$ cat src/rtl/cpu_pkg.sv
// Shared CPU encodings: write-back select fields, link register and the
// write-back FSM state encoding.
package cpu_pkg;

  typedef enum logic [1:0] {
    RD_RT  = 2'b00,
    RD_RD  = 2'b01,
    RD_R31 = 2'b10,
    RD_ILL = 2'b11
  } regdst_e;

  typedef enum logic [1:0] {
    WS_ALU = 2'b00,
    WS_MEM = 2'b01,
    WS_PC4 = 2'b10,
    WS_ILL = 2'b11
  } wrsrc_e;

  typedef enum logic [1:0] {
    ST_IDLE  = 2'b00,
    ST_WRITE = 2'b01,
    ST_HOLD  = 2'b10
  } wb_state_e;

  localparam logic [4:0] REG_RA = 5'd31;

endpackage

$ cat src/rtl/wb_select.sv
// Combinational write-back mux: picks destination register and data, and
// flags reserved select codes (which resolve to zero).
module wb_select
  import cpu_pkg::*;
(
  input  logic [31:0] i_alu,
  input  logic [31:0] i_mem,
  input  logic [31:0] i_pc4,
  input  logic [4:0]  i_rt,
  input  logic [4:0]  i_rd,
  input  logic [1:0]  i_regdst,
  input  logic [1:0]  i_wrsrc,
  output logic [4:0]  o_reg,
  output logic [31:0] o_data,
  output logic        o_illegal
);

  always_comb begin
    o_reg     = '0;
    o_data    = '0;
    o_illegal = 1'b0;
    case (regdst_e'(i_regdst))
      RD_RT:   o_reg = i_rt;
      RD_RD:   o_reg = i_rd;
      RD_R31:  o_reg = REG_RA;
      default: o_illegal = 1'b1;
    endcase
    case (wrsrc_e'(i_wrsrc))
      WS_ALU:  o_data = i_alu;
      WS_MEM:  o_data = i_mem;
      WS_PC4:  o_data = i_pc4;
      default: o_illegal = 1'b1;
    endcase
  end

endmodule

$ cat src/rtl/choose_wb.sv
// Write-back stage: one-entry capture register with IDLE/WRITE/HOLD flow
// control against register-file stalls, commit counter and sticky select error.
module choose_wb
  import cpu_pkg::*;
#(
  parameter int CNT_W = 16
) (
  input  logic             CLK,
  input  logic             Reset,
  input  logic             wb_valid,
  output logic             wb_ready,
  input  logic [31:0]      ALUResult,
  input  logic [31:0]      MemData,
  input  logic [31:0]      PC4,
  input  logic [4:0]       rt,
  input  logic [4:0]       rd,
  input  logic [1:0]       RegDst,
  input  logic [1:0]       WrSrc,
  input  logic             rf_stall,
  output logic             RegWre,
  output logic [4:0]       WriteReg,
  output logic [31:0]      WriteData,
  output logic [CNT_W-1:0] wb_count,
  output logic             sel_err
);

  wb_state_e        r_state;
  logic [31:0]      WD_q;
  logic [4:0]       WR_q;
  logic             r_ill;
  logic [CNT_W-1:0] r_count;
  logic             r_sel_err;

  logic [4:0]  w_reg;
  logic [31:0] w_data;
  logic        w_illegal;
  logic        w_accept;
  logic        w_commit;

  wb_select u_sel (
    .i_alu     (ALUResult),
    .i_mem     (MemData),
    .i_pc4     (PC4),
    .i_rt      (rt),
    .i_rd      (rd),
    .i_regdst  (RegDst),
    .i_wrsrc   (WrSrc),
    .o_reg     (w_reg),
    .o_data    (w_data),
    .o_illegal (w_illegal)
  );

  // A stalled WRITE refuses new work so the held entry is never overwritten.
  assign wb_ready = (r_state == ST_IDLE) || (r_state == ST_WRITE && !rf_stall);
  assign w_accept = wb_valid && wb_ready;
  assign w_commit = (r_state == ST_WRITE) && !rf_stall;

  always_ff @(posedge CLK or negedge Reset) begin
    if (!Reset) begin
      r_state   <= ST_IDLE;
      WD_q      <= '0;
      WR_q      <= '0;
      r_ill     <= 1'b0;
      r_count   <= '0;
      r_sel_err <= 1'b0;
    end else begin
      if (w_accept) begin
        WD_q      <= w_data;
        WR_q      <= w_reg;
        r_ill     <= w_illegal;
        r_sel_err <= r_sel_err | w_illegal;
      end
      if (w_commit) r_count <= r_count + 1'b1;
      case (r_state)
        ST_IDLE:  if (w_accept) r_state <= ST_WRITE;
        ST_WRITE: begin
          if (rf_stall)      r_state <= ST_HOLD;
          else if (w_accept) r_state <= ST_WRITE;
          else               r_state <= ST_IDLE;
        end
        ST_HOLD:  if (!rf_stall) r_state <= ST_WRITE;
        default:  r_state <= ST_IDLE;
      endcase
    end
  end

  // Register 0 and illegal entries still commit, but never strobe the file.
  assign RegWre    = w_commit && (WR_q != 5'd0) && !r_ill;
  assign WriteReg  = WR_q;
  assign WriteData = WD_q;
  assign wb_count  = r_count;
  assign sel_err   = r_sel_err;

endmodule
$ cat config.mk
export PLATFORM = sky130hd
export DESIGN_NAME = choose_wb
export DESIGN_NICKNAME = d
export VERILOG_FILES = /design/src/rtl/cpu_pkg.sv /design/src/rtl/wb_select.sv /design/src/rtl/choose_wb.sv
export SDC_FILE = /design/constraint.sdc
export NUM_CORES = 1
export LEC_CHECK = 0
export ABC_AREA = 1
export CAP_MARGIN = 20
export CORE_ASPECT_RATIO = 1.2
export CORE_MARGIN = 4
export CORE_UTILIZATION = 35
export DETAILED_ROUTE_END_ITERATION = 7
export GPL_TIMING_DRIVEN = 0
export PLACE_DENSITY = 0.78
export SETUP_SLACK_MARGIN = 0.05
export SLEW_MARGIN = 20
export SYNTH_ARGS = -nofsm -noshare
export SYNTH_HDL_FRONTEND = slang
export SYNTH_SLANG_ARGS = --single-unit
$ cat constraint.sdc
create_clock -name CLK -period 3.8 [get_ports CLK]
set_input_delay 0.76 -clock CLK [delete_from_list [all_inputs] [get_ports CLK]]
set_output_delay 0.76 -clock CLK [all_outputs]
set_load 0.05 [all_outputs]
==> impl_results.md <==
- Final Instance Area: 5150 µm²
- Pins over their slew limit: 0
- GRT Util Overall: 20.2%
- Initial Utilization: 36.3%
- Die footprint: 10,600 µm²
- Uppermost routed layer: met4
- Final Hold Fails: 0
- Sw power: 0.00124 W
- Synth Area in Simple Gates: 42.2%
- Count of unique library cells instantiated by Yosys: 29
- Vias per cell: 4.68
- Remaining antenna violation count after routing: 0
- First-pass GRT wire length: 16,800 µm
- Cell Int Power: between 0.001 and 0.0015 W
- Cell at the root of the clock tree: clkbuf_8
- Flops & latches, synth: 57
- Final #Nets: 726
- Switching share of power: 45.5%
- Largest net degree at the start of global routing: 58
- Site Rows: 37
- CP startpoint kind: input port
- Crit path kind: input port to primary output
- Setup violators final: 0
- CTS Buffer Depth: 2
- Post-synth EDFFs: 0
- Largest family of logic cells by synthesized area: simple AND/OR/NAND/NOR gates
- Post-layout minimum cycle time: about 3.4 ns
- WL met1: 3800 µm
- Cell Area, Synth: about 3200 µm²
- Syn-to-layout area delta: 62.8%
- Outcome: finished, final reports clean
- Post-CTS Hold Buffers: 0
- Post-DP HPWL: 8290 µm
- Layout fillers: 831
- Adder-cell share of the synthesized area: 0.396%
- Clk_lat worst skew: 0.33 ns
- Top cell type by total area after synthesis: dfrtp_1
- Top area cells in the synthesized netlist: dfrtp_1, nand2_1, nand3_1
- Setup ws final: 0.351 ns
- Crit path required time: ~3.0 ns
- Maximum vdd drop: 0.000344 V
- Wire per inst: 14.3 µm
- Drt total wl: between 10,000 and 15,000 µm
- Die width: roughly 95 µm
- Most used flip-flop cell after synthesis: dfrtp_1
- Seq pwr share: 32.4%
- Leak: 2.42 nW
- CORE AREA: 8700 µm²
- Final period utilization: 90.8%
- Tightest Hold Check Type: input port to async pin
- Most common cell in the synthesized netlist: nand2_1
- Post-synthesis mux area share: 0%
- CTS Buf Count: 9
- Initial antenna violation count: 0
- Post-Synthesis Net Count: 546
- Clock skew: roughly 0.012 ns
- Compound-Gate Fraction of Synth Area: 3.76%
- Asr flop ratio synth: 100%
- Setup TNS: 0 ns
- Met3 WL: approximately 940 µm
- F_max: roughly 290 MHz
- Synth top area share: 45.1%
- GPL Wtd Cong: between 0.8 and 0.9
- Pwr Density: 529 nW/µm²
- Seq. cell area: 1430 µm²
- Setup bufs post-CTS: 0
- Antenna cells: 0
- Critical Path AT: 2.69 ns
- Cells after Synth: ~430
- Clock transition at path regs: 0.07 ns
- Die H: ~110 µm
- CP Capture Type: primary output
- Max-cap violations: 0
- Met2 wire len: 5540 µm
- Sequential fraction of the synthesis area: between 40% and 50%
- Vias in the first global route: 3,626
- GRT overflow: 0
- IO buf count: 169
- Clock sink count: 57
- Logic pwr share: 50.7%
- Worst relative slew slack: about 52%
- First-pass DRT Iterations: 4
- CTS tree: yes
- Clock Power Share: between 10% and 20%
- Total number of vias: 3,424
- Ports: between 150 and 200
- Ys Warns: 0
- Unrepaired setup endpoints after global routing: no
- Xor/xnor share of the synthesized area: 2.49%
- Residual DRC: 0
- Placed cell area: 5000 µm²
- H-Tree Depth: 3
- CP max FO: 8
- Iteration-0 DRC count of the detailed router: between 80 and 90
- Pre-CTS setup slack: 0.320 ns
- Layout cells sized above 1: 8.47%
- Avg Cell Area, Syn: 7.34 µm²
- Worst Tran Pin Value: around 0.72 ns
- Top cells by count, synth: nand2_1, dfrtp_1, nand3_1
- Multi-input gate area: about 1500 µm²
- Post-CTS Resized: 0
-- power groups by stage --
stage          sequential (W)  combinational (W)  clock (W)
2_1_floorplan         0.00140           0.000323          0
3_3_place_gp         0.000886            0.00138          0
3_5_place_dp         0.000890            0.00140          0
4_1_cts              0.000883            0.00140   0.000469
5_1_grt              0.000907            0.00147   0.000499
6_report             0.000884            0.00138   0.000459
-- cell type report --
class                   instances  area share, %
plain buffers                  16           2.07
multi-input cells             336           30.0
inverters                      22           1.65
clock inverters                 4          0.438
flip-flops and latches         57           27.7
repair buffers                169           32.8
clock buffers                  10           2.48
well taps                     117           2.84
-- stage by stage --
stage | power, W | cells | utilization [%] | hold WS [ns]
final | 0.00273 | 731 | 59.1 | 0.478
after global routing | 0.00288 | 731 | 59.1 | 0.491
after global placement | 0.00227 | 717 | 57.4 | 0.461
after floorplan | 0.00173 | 431 | - | 0.451
after CTS | 0.00275 | 731 | 59.1 | 0.482
after detailed placement | 0.00229 | 717 | 57.4 | 0.465
-- path summary, 6_finish.rpt --
path	start	end	slack, ns	cells after the start
max	rf_stall	RegWre	0.35	5
min	Reset	WriteReg[2]$_DFFE_PN0P_	0.48	1
max reg2reg	wb_count[0]$_DFFE_PN0P_	wb_count[10]$_DFFE_PN0P_	2.41	6
min reg2reg	WriteData[13]$_DFFE_PN0P_	WriteData[13]$_DFFE_PN0P_	0.48	2
max in group asynchronous	Reset	WriteData[16]$_DFFE_PN0P_	2.83	1
min in group CLK	WriteData[13]$_DFFE_PN0P_	WriteData[13]$_DFFE_PN0P_	0.48	2
-- cells by family (layout without fill, tap and decap cells) --
family	Yosys count	after routing
AND/OR/NAND/NOR	308	308
flip-flops	57	57
buffers and inverters	38	221
AO/OA/AOI/OAI	18	18
XOR/XNOR	9	9
adder cells (fa/ha/maj)	1	1
-- placed cells by master (no fill, tap or decap), types with 3 or more instances in the layout --
master / instances
clkinv_2: 3
nand2_1: 231
xor2_1: 4
dfrtp_1: 57
clkbuf_8: 9
nand2_2: 3
nor2_2: 3
nor2_4: 4
nor2_1: 15
buf_2: 10
clkdlybuf4s50_1: 168
xnor2_1: 5
nand3_1: 38
buf_6: 3
a21oi_1: 3
o2bb2ai_1: 5
buf_4: 4
nand4_1: 5
inv_2: 3
inv_1: 18
o21ai_1: 6
-- metal layers --
layer,global-route usage (%),vias to the layer above
li1,-,1707
met3,5.83,17
met5,0,-
met1,20.7,1569
met2,37.3,131
met4,8.57,0
-- worst max-delay path, cell delays in order --
cell	delay, ns
clkdlybuf4s50_1	0.51
inv_2	0.14
nand3_4	0.17
a211oi_1	0.25
clkdlybuf4s50_1	0.85
-- flip-flops by register name (all words and copies together) (netlist names) --
| register | cells |
|---|---|
| WriteData | 32 |
| wb_count | 16 |
| WriteReg | 5 |
| r_state | 2 |
| r_ill | 1 |
| sel_err | 1 |
Power figures use the tool's default switching activity.
